===== config.mk =====
export PLATFORM = sky130hd
export DESIGN_NAME = spi_cmd_ctrl
export DESIGN_NICKNAME = d
export VERILOG_FILES = /design/src/rtl/spi_cmd_ctrl.sv
export SDC_FILE = /design/constraint.sdc
export NUM_CORES = 1
export LEC_CHECK = 0
export CAP_MARGIN = 30
export CORE_UTILIZATION = 28
export DETAILED_ROUTE_END_ITERATION = 8
export PLACE_DENSITY_LB_ADDON = 0.25
export SYNTH_ARGS = -nofsm -noshare
export SYNTH_HDL_FRONTEND = slang
export SYNTH_SLANG_ARGS = --single-unit
export TNS_END_PERCENT = 100

===== constraint.sdc =====
create_clock -name ext_clk -period 3.3 [get_ports ext_clk]
set_input_delay 0.33 -clock ext_clk [delete_from_list [all_inputs] [get_ports ext_clk]]
set_output_delay 0.33 -clock ext_clk [all_outputs]
set_load 0.005 [all_outputs]

===== src/rtl/spi_cmd_ctrl.sv =====
// spi_cmd_ctrl: parses the SPI byte stream into LED, burst-write and burst-read
// commands over a 16 x 8 register file; drives send_data with status or read data.
module spi_cmd_ctrl #(
    parameter int          NREGS     = 16,
    parameter logic [3:0]  STATUS_ID = 4'hA
) (
    input  logic                 ext_clk,
    input  logic                 rst,
    input  logic [7:0]           recv_data,
    input  logic                 recv_ready,
    input  logic                 send_ready,
    input  logic                 ss_n,
    output logic [7:0]           send_data,
    output logic                 led,
    output logic [8*NREGS-1:0]   cfg_regs,
    output logic                 err,
    output logic                 busy
);
    typedef enum logic [2:0] {IDLE, W_LEN, W_DATA, R_LEN, R_DATA} state_t;

    state_t                       state_q, state_d;
    logic [2:0]                   ss_q;
    logic [4:0]                   cnt_q, cnt_d, len;
    logic [3:0]                   addr_q, addr_d, addr_nx;
    logic                         led_q, led_d, err_q, err_d;
    logic [NREGS-1:0][7:0]        regs_q, regs_d;
    logic [7:0]                   send_q, send_d, status_d;
    logic                         frame_end;

    // ss_q[1] is the synchronized chip select, ss_q[2] its previous value
    assign frame_end = ss_q[1] & ~ss_q[2];
    assign len       = (recv_data[3:0] == 4'd0) ? 5'd16 : {1'b0, recv_data[3:0]};
    assign addr_nx   = addr_q + 4'd1;

    always_ff @(posedge ext_clk) begin
        if (rst) begin
            state_q <= IDLE;
            ss_q    <= 3'b111;
            cnt_q   <= '0;
            addr_q  <= '0;
            led_q   <= 1'b0;
            err_q   <= 1'b0;
            regs_q  <= '0;
            send_q  <= {STATUS_ID, 4'b0000};
        end else begin
            state_q <= state_d;
            ss_q    <= {ss_q[1:0], ss_n};
            cnt_q   <= cnt_d;
            addr_q  <= addr_d;
            led_q   <= led_d;
            err_q   <= err_d;
            regs_q  <= regs_d;
            send_q  <= send_d;
        end
    end

    always_comb begin
        state_d = state_q;
        case (state_q)
            IDLE:    if (recv_ready) state_d = (recv_data[7:4] == 4'h4) ? W_LEN :
                                               (recv_data[7:4] == 4'h8) ? R_LEN : IDLE;
            W_LEN:   if (recv_ready) state_d = W_DATA;
            W_DATA:  if (recv_ready && cnt_q == 5'd1) state_d = IDLE;
            R_LEN:   if (recv_ready) state_d = R_DATA;
            R_DATA:  if (send_ready && cnt_q <= 5'd1) state_d = IDLE;
            default: state_d = IDLE;
        endcase
        // frame end aborts whatever transition the byte requested
        if (frame_end) state_d = IDLE;
    end

    always_comb begin
        cnt_d  = cnt_q;
        addr_d = addr_q;
        led_d  = led_q;
        err_d  = err_q;
        regs_d = regs_q;
        if (recv_ready) begin
            case (state_q)
                IDLE: begin
                    if (recv_data[7:4] == 4'h4 || recv_data[7:4] == 4'h8) begin
                        addr_d = recv_data[3:0];
                    end else if (recv_data <= 8'h04) begin
                        led_d = (recv_data == 8'h01) ? 1'b1 :
                                (recv_data == 8'h02) ? 1'b0 :
                                (recv_data == 8'h03) ? ~led_q : led_q;
                        err_d = (recv_data == 8'h04) ? 1'b0 : err_q;
                    end else begin
                        err_d = 1'b1;
                    end
                end
                W_LEN, R_LEN: cnt_d = len;
                W_DATA: begin
                    regs_d[addr_q] = recv_data;
                    addr_d         = addr_nx;
                    cnt_d          = cnt_q - 5'd1;
                end
                default: ;
            endcase
        end
        if (state_q == R_DATA && send_ready) begin
            cnt_d  = cnt_q - 5'd1;
            addr_d = addr_nx;
        end
    end

    always_comb begin
        status_d = {STATUS_ID, 1'b0, err_d, state_d != IDLE, led_d};
        send_d   = (state_d != R_LEN && state_d != R_DATA)         ? status_d :
                   (state_q == R_LEN && state_d == R_DATA)         ? regs_q[addr_q] :
                   (state_q == R_DATA && send_ready)               ? regs_q[addr_nx] : send_q;
    end

    assign send_data = send_q;
    assign led       = led_q;
    assign err       = err_q;
    assign busy      = state_q != IDLE;
    assign cfg_regs  = regs_q;
endmodule


==> metrics.md <==
| Metric | Value |
|---|---|
| Final Hold Vio Count | 0 |
| Setup repair after global routing missed its margin | false |
| Post-synth EDFFs | 0 |
| Drt wl/cell | 22.6 um |
| XOR/XNOR Fraction of Synth Area | 0.414% |
| Hold_buf cts | 0 |
| Largest area contributor in the netlist | dfxtp_1 |
| Area growth, synth to finish | 32.4% |
| Post-CTS Resized | 0 |
| Hold_ws | 0.430 ns |
| Fmax | 401 MHz |
| CP arrival | 2.78 ns |
| Core box area | 28700 um2 |
| Pins Over Slew Limit | 0 |
| Pwr/cell area | 385 nW/um2 |
| CTS clk-pin slew, worst paths | 0.07 ns |
| Highest net fanout along the worst path | 24 |
| Yosys reg bits | 153 |
| Unique masters post-synth | 65 |
| Gpl congestion | 0.882 |
| Worst setup EP type | register |
| DR pass1 iterations | 6 |
| H-Tree Level Count | 4 |
| CP Class | reg -> reg |
| CTS tree | done |
| Mux share of post-synthesis cell area | 26.1% |
| Initial antenna violation count | 0 |
| Max Clock Skew | 0.0130 ns |
| Antenna Diode Count | 0 |
| Buffers & Inverters on Critical Path | 2 |
| Top cell type's share of synthesized area | 37.5% |
| Final setup viols | 0 |
| Die width | 173 um |
| Bufs on Longest Clock Path | 2 |
| Via density | 5.44 |
| Total Routing Usage GR | 21.2% |
| Most frequent cells in the layout | 151 x dfxtp_1, 150 x clkdlybuf4s50_1, 121 x nand2_1, 115 x a21oi_1, 107 x nand3_1 |
| Worst rel slew slack | 47.9% |
| Largest family of logic cells by synthesized area | multiplexers |
| Routed via count | 7592 |
| Delay-heaviest family, CP | multiplexers |
| Synth Area in Adders | 0.920% |
| I/O pin count | 152 |
| Avg Cell Area, Syn | 9.46 um2 |
| Setup TNS | 0 ns |
| CP Data Required Time | 3.58 ns |
| Seq/Total Area, Yosys | 37.5% |
| Synth area leaders | dfxtp_1 38%, mux4_2 20%, a21oi_1 7.1%, nand3_1 6.6%, mux2i_1 5.6% |
| Layout cell share with drive strength beyond 1 | 17.4% |
| Main synth FF type | dfxtp_1 |
| Crit path cell chain | inv_1 -> ha_1 -> buf_12 -> mux4_2 -> mux4_2 -> mux2i_1 -> a2111oi_2 |
| Clock buffer count from CTS | 17 |
| Final worst path period need | 2.50 ns |
| LEAKAGE | 3.68 nW |
| Status | completed |
| Total die area | 29800 um2 |
| Layout Nets | 1017 |
| Max stage delay on crit path | 0.57 ns |
| Synth Warn # | 0 |
| Hold Path Class | reg -> reg |
| Final period util | 75.6% |
| Ys async rst share | 0% |
| Synth Instances | 862 |
| VDD IR max | 0.316 mV |
| Worst-margin pin slew | 0.782 ns |
| Total Power | 4.15 mW |
| Slowest CP cell | dfxtp_2 |
| Iter 0 DRT Violations | 790 |
| Vias in the first global route | 7097 |
| Buffers on Ports | 151 |
| Fin area | 10800 um2 |
| Startpoint types | register |
| CTS sink count | 153 |
| Row count | 62 |
| CTS root buf | clkbuf_16 |
| Mapped Area | 8160 um2 |
| Clk Latency, worst-skew pair | 0.44 ns |
| Post-Syn Nets | 881 |
| DP Wirelength | 23200 um |
| Initial Util | 28.4% |
| Die height | 173 um |
| Simple-gate share of the synthesized area | 18.1% |
| Final Routed Wirelength | 31500 um |
| GRT Residual Overflow | 0 |
| DRC viols | 0 |
| Final ANT Viol Nets | 0 |
| Commonest non-fill, non-tap cell in the layout | dfxtp_1 |
| Most frequent CP cell | mux4_2 |
| Max-cap violations | 0 |
| Setup repair bufs after CTS | 0 |
| Largest net degree at the start of global routing | 68 |
| Final core utilization | 37.6% |
| First-pass GRT wire length | 47400 um |
| Post-DP Area | 10200 um2 |
| Compound-Gate Fraction of Synth Area | 12.1% |
## cells in the mapped netlist, types with 2 or more instances
library cell / n
nor2_1: 50
nand2b_1: 3
o21a_1: 3
o41ai_1: 2
a22oi_1: 3
mux2_2: 2
o21ai_0: 7
o211ai_1: 3
a2111oi_2: 2
inv_1: 7
nor2b_1: 6
nand2_1: 121
o21ai_1: 3
ha_1: 6
mux2i_1: 46
o2111ai_1: 2
buf_4: 3
clkbuf_1: 42
dfxtp_1: 153
a31oi_1: 6
a21oi_1: 115
or2_2: 3
buf_2: 21
buf_1: 14
mux4_2: 73
nor3_1: 10
nand4_1: 2
nor4b_1: 2
nor4bb_1: 2
nand3_1: 107
and2_1: 5
or3_1: 3
buf_6: 3
## cell type report
type,instances,area [um2]
tap,384,480
clock inverter,15,156
fill,2926,17900
timing repair buffer,200,1920
inverter,7,26.3
sequential,153,3070
clock buffer,17,425
multi-input combinational,619,4720
## power by group
| part | leakage (nW) | switching [mW] | total (mW) | internal, mW |
|---|---|---|---|---|
| Sequential | 1.23 | 0.0148 | 1.87 | 1.85 |
| Clock | 0.283 | 0.924 | 2.00 | 1.07 |
| Combinational | 2.16 | 0.184 | 0.286 | 0.102 |
| Total | 3.68 | 1.12 | 4.15 | 3.03 |
## per-layer routing
metal / up-vias / global-route usage (%) / wire [um]
li1: 3438 / - / -
met1: 3763 / 29.1 / 13800
met2: 341 / 32.2 / 14300
met3: 50 / 4.31 / 2240
met4: 0 / 9.00 / 1140
met5: - / 0 / 0
## logic make-up (layout without fill, tap and decap cells)
kind of cell / count (synthesis) / count (layout)
AO/OA/AOI/OAI: 166 / 166
XOR/XNOR: 3 / 3
adder cells (fa/ha/maj): 6 / 6
buffers and inverters: 90 / 239
flip-flops: 153 / 153
multiplexers: 121 / 121
AND/OR/NAND/NOR: 323 / 323
## registers in the layout (all words and copies together), names as in the netlist
name       flops
addr_q         4
cfg_regs     128
cnt_q          5
err            1
led            1
send_data      8
ss_q           3
state_q        3
## path summary, 6_finish.rpt
| kind | start | endpoint | slack [ns] | cells after the start |
|---|---|---|---|---|
| worst max register to register | addr_q[1] | send_data[1] | 0.80 | 7 |
| worst min register to register | ss_q[0] | ss_q[1] | 0.43 | 1 |
| worst min-delay path | ss_q[0] | ss_q[1] | 0.43 | 1 |
| worst max-delay path | addr_q[1] | send_data[1] | 0.80 | 7 |
## metrics by stage
stage | instances | worst slack (ns)
after floorplan | 862 | 0.364
after global placement | 1362 | 0.703
after detailed placement | 1362 | 0.672
after CTS | 1394 | 0.748
after global routing | 1395 | 0.696
final | 1395 | 0.804
Note: power is estimated with default switching activity, not from simulation.
